<file path="src/rtl/branch_predictor_pkg.sv">
// rtl/branch_predictor_pkg.sv - shared counter encodings and PC constants for the branch predictor
package branch_predictor_pkg;

    typedef logic [1:0] ctr_t;

    localparam ctr_t CTR_SNT = 2'b00;
    localparam ctr_t CTR_WNT = 2'b01;
    localparam ctr_t CTR_WT  = 2'b10;
    localparam ctr_t CTR_ST  = 2'b11;

    // New entries start weakly taken: the allocating branch was just taken.
    localparam ctr_t CTR_RESET = CTR_WNT;
    localparam ctr_t CTR_ALLOC = CTR_WT;

    localparam logic [31:0] PC_STEP = 32'd4;

endpackage

</file>
<file path="src/rtl/branch_predictor_sat_ctr.sv">
// rtl/branch_predictor_sat_ctr.sv - 2-bit saturating direction counter next-state logic
module bp_sat_ctr
    import branch_predictor_pkg::*;
(
    input  logic [1:0] cur_i,
    input  logic       taken_i,
    output logic [1:0] next_o
);

    // Step toward the resolved direction, holding at the extremes.
    always_comb begin
        next_o = cur_i;
        if (taken_i) begin
            if (cur_i != CTR_ST) begin
                next_o = cur_i + 2'd1;
            end
        end else begin
            if (cur_i != CTR_SNT) begin
                next_o = cur_i - 2'd1;
            end
        end
    end

endmodule

</file>
<file path="src/rtl/branch_predictor.sv">
// rtl/branch_predictor.sv - direct-mapped BTB with 2-bit counters, mispredict detect and statistics
module branch_predictor
    import branch_predictor_pkg::*;
#(
    parameter int ENTRIES = 16,
    parameter int IDX_W   = 4,
    parameter int TAG_W   = 26
) (
    input  logic        clk_i,
    input  logic        rst_i,
    input  logic [31:0] if_pc_i,
    output logic        pred_taken_o,
    output logic [31:0] pred_target_o,
    input  logic        upd_valid_i,
    input  logic [31:0] upd_pc_i,
    input  logic        upd_taken_i,
    input  logic [31:0] upd_target_i,
    input  logic        upd_pred_taken_i,
    input  logic [31:0] upd_pred_target_i,
    output logic        mispredict_o,
    output logic [31:0] redirect_pc_o,
    output logic [31:0] branch_cnt_o,
    output logic [31:0] mispred_cnt_o
);

    logic             valid_q  [ENTRIES];
    logic             valid_d  [ENTRIES];
    logic [TAG_W-1:0] tag_q    [ENTRIES];
    logic [TAG_W-1:0] tag_d    [ENTRIES];
    logic [31:0]      target_q [ENTRIES];
    logic [31:0]      target_d [ENTRIES];
    ctr_t             ctr_q    [ENTRIES];
    ctr_t             ctr_d    [ENTRIES];

    logic [31:0] branch_cnt_q, branch_cnt_d;
    logic [31:0] mispred_cnt_q, mispred_cnt_d;

    logic [IDX_W-1:0] lk_idx;
    logic [TAG_W-1:0] lk_tag;
    logic             lk_hit;
    logic [IDX_W-1:0] up_idx;
    logic [TAG_W-1:0] up_tag;
    logic             up_hit;
    ctr_t             up_ctr_next;

    // Byte-offset bits never select anything; word-aligned PCs only.
    logic unused_pc_bits;
    assign unused_pc_bits = ^{if_pc_i[1:0], upd_pc_i[1:0]};

    assign lk_idx = if_pc_i[IDX_W+1:2];
    assign lk_tag = if_pc_i[31:IDX_W+2];
    assign up_idx = upd_pc_i[IDX_W+1:2];
    assign up_tag = upd_pc_i[31:IDX_W+2];

    // Fetch-side lookup reads the registered table only, so same-cycle updates are not bypassed.
    always_comb begin
        lk_hit        = valid_q[lk_idx] && (tag_q[lk_idx] == lk_tag);
        pred_taken_o  = lk_hit && ctr_q[lk_idx][1];
        pred_target_o = pred_taken_o ? target_q[lk_idx] : (if_pc_i + PC_STEP);
    end

    // Compare the resolved outcome with what fetch predicted and compute the correct next PC.
    always_comb begin
        mispredict_o  = upd_valid_i &&
                        ((upd_pred_taken_i != upd_taken_i) ||
                         (upd_taken_i && (upd_pred_target_i != upd_target_i)));
        redirect_pc_o = upd_taken_i ? upd_target_i : (upd_pc_i + PC_STEP);
    end

    assign up_hit = valid_q[up_idx] && (tag_q[up_idx] == up_tag);

    bp_sat_ctr u_sat_ctr (
        .cur_i   (ctr_q[up_idx]),
        .taken_i (upd_taken_i),
        .next_o  (up_ctr_next)
    );

    // Training: train the counter on a hit, allocate on a taken miss, ignore a not-taken miss.
    always_comb begin
        valid_d  = valid_q;
        tag_d    = tag_q;
        target_d = target_q;
        ctr_d    = ctr_q;
        if (upd_valid_i) begin
            if (up_hit) begin
                ctr_d[up_idx] = up_ctr_next;
                if (upd_taken_i) begin
                    target_d[up_idx] = upd_target_i;
                end
            end else if (upd_taken_i) begin
                valid_d[up_idx]  = 1'b1;
                tag_d[up_idx]    = up_tag;
                target_d[up_idx] = upd_target_i;
                ctr_d[up_idx]    = CTR_ALLOC;
            end
        end
    end

    // Statistics advance once per resolved branch and once per mispredict, wrapping naturally.
    always_comb begin
        branch_cnt_d  = branch_cnt_q + (upd_valid_i ? 32'd1 : 32'd0);
        mispred_cnt_d = mispred_cnt_q + (mispredict_o ? 32'd1 : 32'd0);
    end

    // Table and statistics registers; reset clears the table to invalid, weakly not-taken.
    always_ff @(posedge clk_i or posedge rst_i) begin
        if (rst_i) begin
            for (int i = 0; i < ENTRIES; i++) begin
                valid_q[i]  <= 1'b0;
                tag_q[i]    <= '0;
                target_q[i] <= '0;
                ctr_q[i]    <= CTR_RESET;
            end
            branch_cnt_q  <= '0;
            mispred_cnt_q <= '0;
        end else begin
            valid_q       <= valid_d;
            tag_q         <= tag_d;
            target_q      <= target_d;
            ctr_q         <= ctr_d;
            branch_cnt_q  <= branch_cnt_d;
            mispred_cnt_q <= mispred_cnt_d;
        end
    end

    assign branch_cnt_o  = branch_cnt_q;
    assign mispred_cnt_o = mispred_cnt_q;

endmodule

</file>
<file path="config.mk">
export PLATFORM = sky130hd
export DESIGN_NAME = branch_predictor
export DESIGN_NICKNAME = d
export VERILOG_FILES = /design/src/rtl/branch_predictor_pkg.sv /design/src/rtl/branch_predictor_sat_ctr.sv /design/src/rtl/branch_predictor.sv
export SDC_FILE = /design/constraint.sdc
export NUM_CORES = 2
export LEC_CHECK = 0
export ABC_CLOCK_PERIOD_IN_PS = 33600
export BUFFER_PORTS_ARGS = -buffer_cell sky130_fd_sc_hd__buf_2
export CAP_MARGIN = 0
export CORE_MARGIN = 2
export CORE_UTILIZATION = 62
export CTS_CLUSTER_DIAMETER = 40
export DETAILED_ROUTE_END_ITERATION = 7
export PLACE_DENSITY_LB_ADDON = 0.1
export SYNTH_ARGS = -nofsm -noshare
export SYNTH_HDL_FRONTEND = slang
export SYNTH_SLANG_ARGS = --single-unit
</file>
<file path="constraint.sdc">
create_clock -name clk_i -period 33.6 [get_ports clk_i]
set_input_delay 1.68 -clock clk_i [delete_from_list [all_inputs] [get_ports clk_i]]
set_output_delay 1.68 -clock clk_i [all_outputs]
set_load 0.05 [all_outputs]
</file>
==> run summary <==
Setup TNS - 0 ps
Pre-antenna DRT Iters - 7
Synth async-reset ratio - 1.00
RSZ-0062 raised after global routing - false
Most area-hungry cell type in the Yosys netlist - dfrtp_1
Initial core utilization - 0.628
Setup WS pre-CTS - 25140 ps
H-Tree Depth - 4
# hold bufs at CTS - 0
Worst-Skew Late Latency - 780 ps
Commonest cells in the netlist - dfrtp_1, mux2_2, mux4_2
IO Count - 263
GRT Overall Usage - 0.381
Reg2reg path depth - 9
Final worst slack - 25070 ps
Minimum clock period - 8530 ps
Max Root-Sink Buffers - 3
Crit path arrival time - 6850 ps
Number of warnings issued by yosys - 0
Fin nets - 4225
Cell area after layout - 61700 sq um
Fmax - 0.117 GHz
Hold WC Path Type - reg -> reg
Worst VDD drop - 0.0751 mV
Synth cell types - 78
First-pass GRT wire length - 251000 um
Routed wire length - 170000 um
Power Density - 65.3 nW/um^2
Post-Synthesis Cell Area - 54600 sq um
Clock sinks - 1040
Largest cells by area after synthesis - dfrtp_1, mux2_2, mux4_2
Startpoint types - input pin
Synth Flop Type - dfrtp_1
Slowest-stage cell, CP - nor2b_1
Non-Filler Instances - 5365
Worst path cell trace - buf_2 > buf_4 > nor2b_1 > a22oi_1 > a31oi_1 > xnor2_1 > nor4_1 > and4_2 > mux2_2 > buf_2
Leak - 27.5 nW
Syn_area_per_cell - 13.8 sq um
Status - finished clean
Cts bufs inserted - 147
Most numerous cell in the Yosys netlist - dfrtp_1
Antenna-violating nets left - 0
PortBufs - 262
Area overhead of the layout relative to synthesis - 13.0%
Placed cell area - 56500 sq um
Vias in the first global route - 37.4k
Post-synthesis cell count - 3971
Area of the core - 87000 sq um
Clock Tree Root - clkbuf_16
Most frequent CP cell - buf_2
Layout cells sized above 1 - 0.467
Resized Gates After CTS - 0
Die ar. - 90500 sq um
Critical path class - in -> out
Worst stage delay on the critical path - 1170 ps
Vias - 37.6k
GPL Wtd Cong - 0.985
Sequential-to-total area share from yosys stat - 0.477
Critical Path Fanout Max - 48
Worst slew pin tran - 1410 ps
Max-slew headroom - 0.0587
Final Hold Viols - 0
Violation count after the first detailed-route iteration - 4632
Top cell type's share of synthesized area - 0.469
Finish-stage setup viols - 0
Initial antenna violation count - 10
CTS tree - done
Placed insts - 5089
Crit path required time - 31920 ps
Syn_nets - 4113
Via-per-instance ratio - 7.02
Routed length per instance - 31.7 um
Slew Viols, Final - 0
HPWL after detailed placement - 106000 um
Worst setup EP type - primary output
Final Cycle Share - 0.254
Width of the die - 301 um
Number of placement rows - 108
Synth Register Bits - 1040
DIE HEIGHT - 301 um
Number of enable flip-flop cells after synthesis - 0
GR Overflow Total - 0
Clk_skew - 27.1 ps
DRC - 0
Reg clk slew, reported paths - 50 ps
Worst-case hold slack - 469 ps
Max-Cap Viols - 0
Largest net degree at the start of global routing - 174
Post CTS Setup Buffer Count - 0
Hold Path Cell Cnt - 1
registers in the layout (all words and copies together), names as in the netlist:
signal,flops
branch_cnt_o,32
ctr_q,32
mispred_cnt_o,32
tag_q,416
target_q,512
valid_q,16
through the flow:
stage,power [mW],utilization
final,4.03,0.709
after global routing,4.17,0.709
after CTS,4.02,0.709
after detailed placement,2.41,0.650
after global placement,2.38,0.650
after floorplan,2.19,-
power by group:
part | switching, mW | leakage, nW | internal, mW
clock network | 0.625 | 2.54 | 0.992
logic | 0.375 | 11.7 | 0.391
registers | 0.157 | 13.3 | 1.49
routing by layer:
metal  part of all wire  track usage  up-vias
met5             0.0011       0.0106        -
met4              0.049        0.178       12
met3               0.12        0.128      474
met2               0.43        0.532     2171
met1               0.40        0.542    19856
li1                   -            -    15133
cell families after synthesis:
logic type	share of synthesized area
compound gates	0.0405
xor+xnor	0.0297
fa+ha+maj	0.00243
buf+inv	0.0365
flops	0.477
mux	0.365
simple gates	0.0494
layout make-up:
| class | count | area, sq um |
|---|---|---|
| Tap cell | 1155 | 1450 |
| Sequential cell | 1040 | 26000 |
| Clock buffer | 185 | 4060 |
| Multi-Input combinational cell | 2459 | 26700 |
| Fill cell | 5904 | 25300 |
| Clock inverter | 88 | 1130 |
| Antenna cell | 3 | 7.51 |
| Timing Repair Buffer | 338 | 1970 |
| Inverter | 97 | 374 |
final timing paths:
| kind | start | end | slack (ps) |
|---|---|---|---|
| max | if_pc_i[5] | pred_target_o[31] | 25070 |
| min reg2reg | branch_cnt_o[31] | branch_cnt_o[31] | 470 |
| min in group asynchronous | rst_i | tag_q[292] | 1060 |
| min | branch_cnt_o[31] | branch_cnt_o[31] | 470 |
| max reg2reg | tag_q[137] | tag_q[30] | 28930 |
| max in group asynchronous | rst_i | target_q[100] | 28750 |
placed cells by master (no fill, tap or decap), types with 18 or more instances in the layout:
cell type,count
dfrtp_1,1024
mux2_2,936
mux4_2,347
buf_2,256
clkbuf_16,149
mux2i_1,148
nand2_1,141
xnor2_1,132
nor2_1,111
inv_1,90
nand3_1,80
buf_4,74
xor2_1,53
o21ai_0,45
nor4_1,44
a31oi_1,37
nand4_1,35
a22oi_1,34
and3_1,28
o41ai_1,26
nor3_1,24
a221oi_1,22
o221ai_1,21
clkinv_2,21
a21oi_1,20
clkbuf_8,20
or2_2,18
critical path: cells and delay by family:
family | cells | cell delay [ps]
AND/OR/NAND/NOR | 3 | 2470
AO/OA/AOI/OAI | 2 | 1070
buffers and inverters | 3 | 900
multiplexers | 1 | 470
XOR/XNOR | 1 | 130
(Power assumes the default switching activity.)
